## src/rtl/cordic_multimode_core.sv

```systemverilog
// Iterative multi-mode CORDIC engine: circular, linear or hyperbolic coordinates,
// rotation or vectoring. The engine runs one iteration per clock. It reads the
// per-iteration angle constant from an external combinational table that is
// addressed by (tbl_coord, tbl_shift).
module cordic_multimode_core #(
    parameter int DATA_WIDTH  = 16,
    parameter int ITER        = 16,
    parameter int SHIFT_WIDTH = 5
) (
    input  logic                   clk,
    input  logic                   reset,
    input  logic                   in_valid,
    output logic                   in_ready,
    input  logic [DATA_WIDTH-1:0]  in_x,
    input  logic [DATA_WIDTH-1:0]  in_y,
    input  logic [DATA_WIDTH-1:0]  in_z,
    input  logic [1:0]             in_coord,
    input  logic                   in_vec,
    output logic [1:0]             tbl_coord,
    output logic [SHIFT_WIDTH-1:0] tbl_shift,
    input  logic [DATA_WIDTH-1:0]  delta_z,
    output logic                   out_valid,
    input  logic                   out_ready,
    output logic [DATA_WIDTH-1:0]  out_x,
    output logic [DATA_WIDTH-1:0]  out_y,
    output logic [DATA_WIDTH-1:0]  out_z
);

    localparam int STEP_W = $clog2(ITER + 1);

    typedef enum logic [1:0] {S_IDLE, S_RUN, S_DONE} state_t;

    state_t                        r_state;
    logic signed [DATA_WIDTH-1:0]  r_x;
    logic signed [DATA_WIDTH-1:0]  r_y;
    logic signed [DATA_WIDTH-1:0]  r_z;
    logic [1:0]                    r_coord;
    logic                          r_vec;
    logic [STEP_W-1:0]             r_step;
    logic [SHIFT_WIDTH-1:0]        r_shift;
    logic                          r_rep;     // current hyperbolic shift already repeated

    logic                          w_hyp;
    logic                          w_lin;
    logic                          w_d_pos;   // d = +1
    logic                          w_hold;    // hyperbolic shift is used a second time
    logic                          w_last;
    logic signed [DATA_WIDTH-1:0]  w_xs;
    logic signed [DATA_WIDTH-1:0]  w_ys;
    logic [DATA_WIDTH-1:0]         w_x_next;
    logic [DATA_WIDTH-1:0]         w_y_next;
    logic [DATA_WIDTH-1:0]         w_z_next;

    assign w_hyp  = (r_coord == 2'b10);
    assign w_lin  = (r_coord == 2'b01);
    assign w_last = (r_step == STEP_W'(ITER - 1));
    assign w_hold = w_hyp && !r_rep &&
                    ((r_shift == SHIFT_WIDTH'(4)) || (r_shift == SHIFT_WIDTH'(13)));

    // Direction and shifted operands; large shifts collapse to pure sign fill
    always_comb begin
        w_d_pos = r_vec ? r_y[DATA_WIDTH-1] : ~r_z[DATA_WIDTH-1];
        if (32'(r_shift) >= DATA_WIDTH) begin
            w_xs = {DATA_WIDTH{r_x[DATA_WIDTH-1]}};
            w_ys = {DATA_WIDTH{r_y[DATA_WIDTH-1]}};
        end else begin
            w_xs = r_x >>> r_shift;
            w_ys = r_y >>> r_shift;
        end
    end

    // One CORDIC micro-rotation; reserved coordinate code behaves as circular
    always_comb begin
        if (w_lin)
            w_x_next = r_x;
        else if (w_hyp)
            w_x_next = w_d_pos ? r_x + w_ys : r_x - w_ys;
        else
            w_x_next = w_d_pos ? r_x - w_ys : r_x + w_ys;
        w_y_next = w_d_pos ? r_y + w_xs : r_y - w_xs;
        w_z_next = w_d_pos ? r_z - delta_z : r_z + delta_z;
    end

    // Control FSM and datapath registers
    always_ff @(posedge clk) begin
        if (reset) begin
            r_state <= S_IDLE;
            r_x     <= '0;
            r_y     <= '0;
            r_z     <= '0;
            r_coord <= '0;
            r_vec   <= 1'b0;
            r_step  <= '0;
            r_shift <= '0;
            r_rep   <= 1'b0;
        end else begin
            case (r_state)
                S_IDLE: begin
                    if (in_valid) begin
                        r_x     <= in_x;
                        r_y     <= in_y;
                        r_z     <= in_z;
                        r_coord <= in_coord;
                        r_vec   <= in_vec;
                        r_step  <= '0;
                        r_shift <= (in_coord == 2'b10) ? SHIFT_WIDTH'(1) : '0;
                        r_rep   <= 1'b0;
                        r_state <= S_RUN;
                    end
                end
                S_RUN: begin
                    r_x    <= w_x_next;
                    r_y    <= w_y_next;
                    r_z    <= w_z_next;
                    r_step <= r_step + 1'b1;
                    if (w_hyp) begin
                        r_rep   <= w_hold;
                        r_shift <= w_hold ? r_shift : r_shift + 1'b1;
                    end else begin
                        r_shift <= SHIFT_WIDTH'(r_step + 1'b1);
                    end
                    if (w_last)
                        r_state <= S_DONE;
                end
                S_DONE: begin
                    if (out_ready)
                        r_state <= S_IDLE;
                end
                default: r_state <= S_IDLE;
            endcase
        end
    end

    assign in_ready  = (r_state == S_IDLE) && !reset;
    assign out_valid = (r_state == S_DONE);
    assign out_x     = out_valid ? r_x : '0;
    assign out_y     = out_valid ? r_y : '0;
    assign out_z     = out_valid ? r_z : '0;
    assign tbl_coord = r_coord;
    assign tbl_shift = r_shift;

endmodule

```

## config.mk

```make
export PLATFORM = sky130hd
export DESIGN_NAME = cordic_multimode_core
export DESIGN_NICKNAME = d
export VERILOG_FILES = /design/src/rtl/cordic_multimode_core.sv
export SDC_FILE = /design/constraint.sdc
export NUM_CORES = 1
export LEC_CHECK = 0
export ABC_AREA = 1
export BUFFER_PORTS_ARGS = -buffer_cell sky130_fd_sc_hd__buf_2
export CORE_MARGIN = 10
export CORE_UTILIZATION = 45
export CTS_BUF_LIST = sky130_fd_sc_hd__clkbuf_8
export DETAILED_ROUTE_END_ITERATION = 8
export GPL_ROUTABILITY_DRIVEN = 0
export PLACE_DENSITY = 0.64
export SLEW_MARGIN = 20
export SYNTH_ARGS = -nofsm -noshare
export SYNTH_HDL_FRONTEND = slang
export SYNTH_SLANG_ARGS = --single-unit
```

## constraint.sdc

```tcl
create_clock -name clk -period 3.6 [get_ports clk]
set_input_delay 0.18 -clock clk [delete_from_list [all_inputs] [get_ports clk]]
set_output_delay 0.18 -clock clk [all_outputs]
set_load 0.05 [all_outputs]
```

# Word level (Yosys, flattened, before mapping)
# Index checks and enable logic that the tools add are counted.
[op_classes]
n_addsub = 8
mul = 0
n_div = 0
magnitude_cmp = 1
eq_ne = 14
shift = 2
mux = 32
bitwise = 1
n_reduce_logical = 14
[op_table]
columns = ["cell", "n"]
rows = [
  ["16-bit 2-to-1 mux", 14],
  ["16-bit case mux with 2 select lines", 3],
  ["16-bit adder", 3],
  ["16-bit subtractor", 3],
  ["16-bit by 5-bit >>> shifter with 16-bit output", 2],
  ["5-bit 2-to-1 mux", 4],
  ["5-bit case mux with 2 select lines", 2],
  ["3-bit AND reduction", 4],
  ["5-bit by 1-bit adder with 5-bit output (second input constant)", 2],
  ["5-bit by 4-bit equality test with 1-bit output (second input constant)", 2],
  ["2-bit != test (second input constant)", 4],
  ["2-bit equality test (second input constant)", 3],
  ["2-bit 2-to-1 mux", 3],
  ["2-bit case mux with 3 select lines", 1],
  ["5-bit by 3-bit equality test with 1-bit output (second input constant)", 1],
  ["5-bit >= comparator (second input constant)", 1],
  ["2-bit by 1-bit equality test with 1-bit output (second input constant)", 2],
  ["1-bit 2-to-1 mux", 4],
  ["2-bit AND reduction", 2],
  ["1-bit logical AND", 3],
  ["3-bit != test (second input constant)", 1],
  ["1-bit zero test", 2],
  ["2-bit zero test", 1],
  ["2-bit by 1-bit != test with 1-bit output (second input constant)", 1],
  ["other kinds (4)", 4],
]
[word_totals]
regBits = 64
latch_bits = 0
ram_bits = 0
romBits = 0
input_bits = 71
out_inout_bits = 57
word_cells = 81
mem_count = 0

# Depth between registers and ports, before layout
[depth]
word_depth = 7
depth_mapped = 31
ltp_nobuf = 30

# Worst setup path after synthesis
# Ideal clock, no wire load.
[synth_timing]
path_kind = "register to register"
start = "reg r_shift[0], in the netlist tbl_shift[0]"
end = "reg r_y[12]"
setup_time_ns = 0.132
t_arrival_ns = 3.618
required_time_ns = 3.468
slack_ns = -0.150
stages_incl_launch_ff = 26
n_path_buf = 1
synth_period_minus_slack_ns = 3.750
path_cell_list = "dfxtp_1 > buf_4 > nand2_1 > nand3_1 > nand3_1 > nand2_1 > nand2_1 > nand3_1 > nand2_1 > nand2_1 > inv_1 > ha_1 > nand2_1 > o21ai_0 > fa_1 > a31oi_1 > nor2_1 > nand2_1 > nand2_1 > a21boi_0 > o21a_1 > o21ai_0 > nand2_1 > nand3_1 > nand2_1 > a21oi_1"
[synth_via]
elab_chain_len = 5
elab_cells_between_ends = 7
cone_classes = "2 x add/sub; 1 x order compare; 1 x shift; 3 x mux"
[synth_lines]
columns = ["element", "line", "text"]
rows = [
  ["start: declaration", "40", "logic [SHIFT_WIDTH-1:0] r_shift;"],
  ["start signal: assignment", "106", "r_shift <= (in_coord == 2'b10) ? SHIFT_WIDTH'(1) : '0;"],
  ["start signal: assignment", "118", "r_shift <= w_hold ? r_shift : r_shift + 1'b1;"],
  ["start signal: assignment", "120", "r_shift <= SHIFT_WIDTH'(r_step + 1'b1);"],
  ["16-bit by 5-bit >>> shifter with 16-bit output or 5-bit >= comparator (tied branches)", "67, 63", ""],
  ["16-bit 2-to-1 mux (*)", "63", "if (32'(r_shift) >= DATA_WIDTH) begin"],
  ["16-bit subtractor or 16-bit adder (tied branches)", "80", "w_y_next = w_d_pos ? r_y + w_xs : r_y - w_xs;"],
  ["16-bit 2-to-1 mux (*)", "80", ""],
  ["16-bit case mux with 2 select lines (*)", "97", "case (r_state)"],
  ["end signal: assignment", "101", "r_y <= in_y;"],
  ["end signal: assignment", "113", "r_y <= w_y_next;"],
  ["end: declaration", "35", "logic signed [DATA_WIDTH-1:0] r_y;"],
]
# Every way passes the cells marked *; elsewhere a longest branch is shown, timed or not.
# A chain may end at the register's enable or synchronous reset.

# Final worst setup path
[layout_timing]
start = "reg r_shift[0], in the netlist tbl_shift[0]"
end = "reg r_y[15]"
# The elaborated chain is that of the path after synthesis.

==> results.md <==
* P&R area growth vs syn at 24.1%
* Reg2Reg Setup Slack at -10 ps
* Worst slew margin at 34.4%
* Clk_lat worst skew at about 380 ps
* Outcome: finished, violations left
* Comb power frac at 67.2%
* DRC viols at 0
* Register share of total power at 18.3%
* Gr ovfl total at 0
* Post-synth cell types at 48
* Final setup viols at 1
* Max-slew violations at 0
* Die X at approximately 150 µm
* Synth Register Bits at 64
* Slowest cell on crit path: dfxtp_4
* Simple logic cell fraction of the synthesized area at approximately 29%
* Internal power at approximately 0.0025 W
* CTS tree: done
* Mapped Cells at roughly 1400
* Max cap viols at 0
* Count leader, synth: nand2_1
* Synth Net Count at between 1500 and 2000
* Layout cells sized above 1 at 21.4%
* Synth Warn # at 0
* Vias in the first global route at between 9000 and 10000
* Maximum number of pins on one net before global-route repair at 52
* Top cells by count, synth: 290 x nand2_1, 176 x inv_1, 140 x a21oi_1
* Unrepaired setup endpoints after global routing: true
* Initial antenna violation count at 0
* Min-Delay Startpoint: out_ready
* Crit share post-route at 100%
* Post-synth EDFFs at 0
* Post-synthesis adder-cell area fraction at 12.0%
* # rows at 48
* CP Max Fanout at 19
* Yosys top cell by area: dfxtp_1
* Top-area cell type share of the netlist area at 15.9%
* Clock network power share at 14.5%
* DP Wirelength at around 22000 µm
* Sink Count at 64
* Worst path top cell family by delay: simple AND/OR/NAND/NOR gates
* CTS buffer count at 9
* WP data arrival at 3910 ps
* Failing checks: negative setup slack
* CTS clock-pin slew for the worst setup and hold paths at 80 ps
* Worst Slack Setup Final at -14.7 ps
* Drt initial violations at between 500 and 600
* Seq/Total Area, Yosys at around 16%
* Top post-synthesis cells by area: dfxtp_1 16%, nand2_1 13%, ha_1 11%, a21oi_1 8.7%, inv_1 8.2%
* Most used cell, CP: nand2_1
* Synth Area in XOR/XNOR at approximately 5.5%
* Port Buf Inserts at about 130
* Skew final at between 10 and 15 ps
* Worst Path Required at around 3900 ps
* Peak VDD IR at slightly below 200 µV
* Startpoint Class: flop
* Power Dens Cells at about 490 nW/µm²
* Via count at roughly 9500
* Buf/Inv on CP at 6
* Setup CP Type: reg2reg
* ANT cells at 0
* Post-route insts no fill at 1764
* All-Layer GR Usage at a little under a quarter
* Placeable Area at around 17000 µm²
* Fraction of the mapped netlist area in compound gates at 25.3%
* Synthesized area at 8070 µm²
* DIE HEIGHT at about 150 µm
* Largest family of logic cells by synthesized area: simple AND/OR/NAND/NOR gates
* Routed len/inst at 16.2 µm
* Maximum clock rate at 277 MHz
* Worst min path class: in2reg
* First-pass GRT wire length at roughly 46000 µm
* Max incr delay on CP at between 300 and 400 ps
* Finished Core Util at a little under three fifths
* Pre-antenna DRT Iters at 5
* CTS HTree Levels at 3
* Async SR Flop Fraction at 0%
* Net Sw Frac at about half
* Die area at 23700 µm²
* Mean cell area of the mapped netlist at between 5 and 6 µm²
* Switching pwr at around 0.0024 W
* Dpl cells at 1746
* Clk root buf: clkbuf_8
* Worst setup startpoint: tbl_shift[0]$_SDFFE_PP0P_
* Final #Nets at roughly 1700
* Top-Level Pins at 128
* Avg Vias per Cell at ~5.4
* Slew @ Worst Pin at between 900 and 1000 ps
* Clock Path Buffers at 2
* ANT nets after route at 0
* Leak at between 5 and 6 nW
* Mux cell area share after synthesis at less than 1%
* Final Hold Viols at 0
* Initial core utilization at a little under half
* Worst R2R Start: tbl_shift[0]$_SDFFE_PP0P_
* Final min period at between 3000 and 4000 ps
* Aggregate routed wire length at 28500 µm
* Setup TNS at -14.7 ps
* Most used DFF post-synth: dfxtp_1
* Crit end category: flop
[layout make-up]
class	instances	area, µm²
multi-input combinational	1045	6090
clock inverter	6	77.6
timing repair buffer	230	1450
sequential	64	1290
tap	225	282
fill	1818	7400
inverter	185	702
clock buffer	9	124
[placed cells by master (no fill, tap or decap), drive strengths merged]
| master | Yosys | final |
|---|---|---|
| a2111oi | 1 | 1 |
| a211oi | 6 | 6 |
| a21boi | 4 | 4 |
| a21o | 9 | 9 |
| a21oi | 141 | 141 |
| a221oi | 12 | 12 |
| a22oi | 2 | 2 |
| a31o | 2 | 2 |
| a31oi | 11 | 11 |
| a32o | 1 | 1 |
| and2 | 1 | 1 |
| buf | 22 | 230 |
| bufinv | 0 | 2 |
| clkbuf | 43 | 9 |
| clkinv | 2 | 5 |
| dfxtp | 64 | 64 |
| fa | 4 | 4 |
| ha | 71 | 71 |
| inv | 183 | 184 |
| mux2i | 3 | 3 |
| nand2 | 292 | 292 |
| nand3 | 107 | 107 |
| nand4 | 5 | 5 |
| nor2 | 134 | 134 |
| nor3 | 14 | 14 |
| nor3b | 1 | 1 |
| o2111ai | 2 | 2 |
| o211ai | 16 | 16 |
| o21a | 5 | 5 |
| o21ai | 123 | 123 |
| o21bai | 6 | 6 |
| o221ai | 11 | 11 |
| o311ai | 1 | 1 |
| o31ai | 3 | 3 |
| or2 | 6 | 6 |
| xnor2 | 14 | 14 |
| xor2 | 37 | 37 |
[through the flow]
step	worst slack [ps]	power, W	instance area [µm²]	hold WS (ps)
final	-14.7	0.00487	10000	63.5
after global routing	-320	0.00529	10000	89.5
after CTS	-12.6	0.00464	9740	49.2
after detailed placement	-93.2	0.00390	9500	457
after global placement	-96.4	0.00388	9500	447
after floorplan	15.1	0.00297	8070	323
[flip-flops by register name, indices dropped and copies added (netlist names)]
register   count
r_x           16
r_y           16
r_z           16
r_step         5
tbl_shift      5
r_state        2
tbl_coord      2
r_rep          1
r_vec          1
[cells by family (layout without fill, tap and decap cells)]
kind of cell,after synthesis,in the layout
multiplexers,3,3
flip-flops,64,64
adder cells (fa/ha/maj),75,75
AND/OR/NAND/NOR,560,560
AO/OA/AOI/OAI,356,356
XOR/XNOR,51,51
buffers and inverters,250,430
[worst reg2reg max path, delay by kind of cell, from the launching register on]
family / cells / cell delay [ps]
simple gates: 18 / 1610
buf+inv: 6 / 500
fa+ha+maj: 2 / 480
compound gates: 3 / 410
flops: 1 / 370
xor+xnor: 1 / 160
[worst paths after layout]
path	end	depth (start not counted)
worst max register to register	r_y[15]$_SDFFE_PP0P_	30
worst min-delay path	r_state[1]$_SDFFE_PP0P_	3
worst max-delay path	r_y[15]$_SDFFE_PP0P_	30
worst min register to register	r_step[4]$_SDFFE_PP0P_	2
[routing by layer]
layer  track usage [%]  vias up  share of wire, %
met1              31.9     4286                48
li1                  -     4854                 -
met2              36.1      307                44
met4              6.21        0               2.0
met3              3.40       52               6.2
met5                 0        -                 0
[power groups by stage]
stage | Combinational, W | Sequential [W] | Clock [W]
after floorplan | 0.00207 | 0.000899 | 0
after global placement | 0.00298 | 0.000904 | 0
after detailed placement | 0.00299 | 0.000903 | 0
after CTS | 0.00304 | 0.000888 | 0.000716
after global routing | 0.00365 | 0.000903 | 0.000735
final | 0.00327 | 0.000892 | 0.000708
[what timing repair did]
item	CTS	global route
endpoints found under the hold margin	0	0
setup buffers	0	3
pin swaps	0	19
setup endpoints to repair	9	24
hold buffers	0	0
resized for setup	11	77
Note: power is estimated with default switching activity, not from simulation.
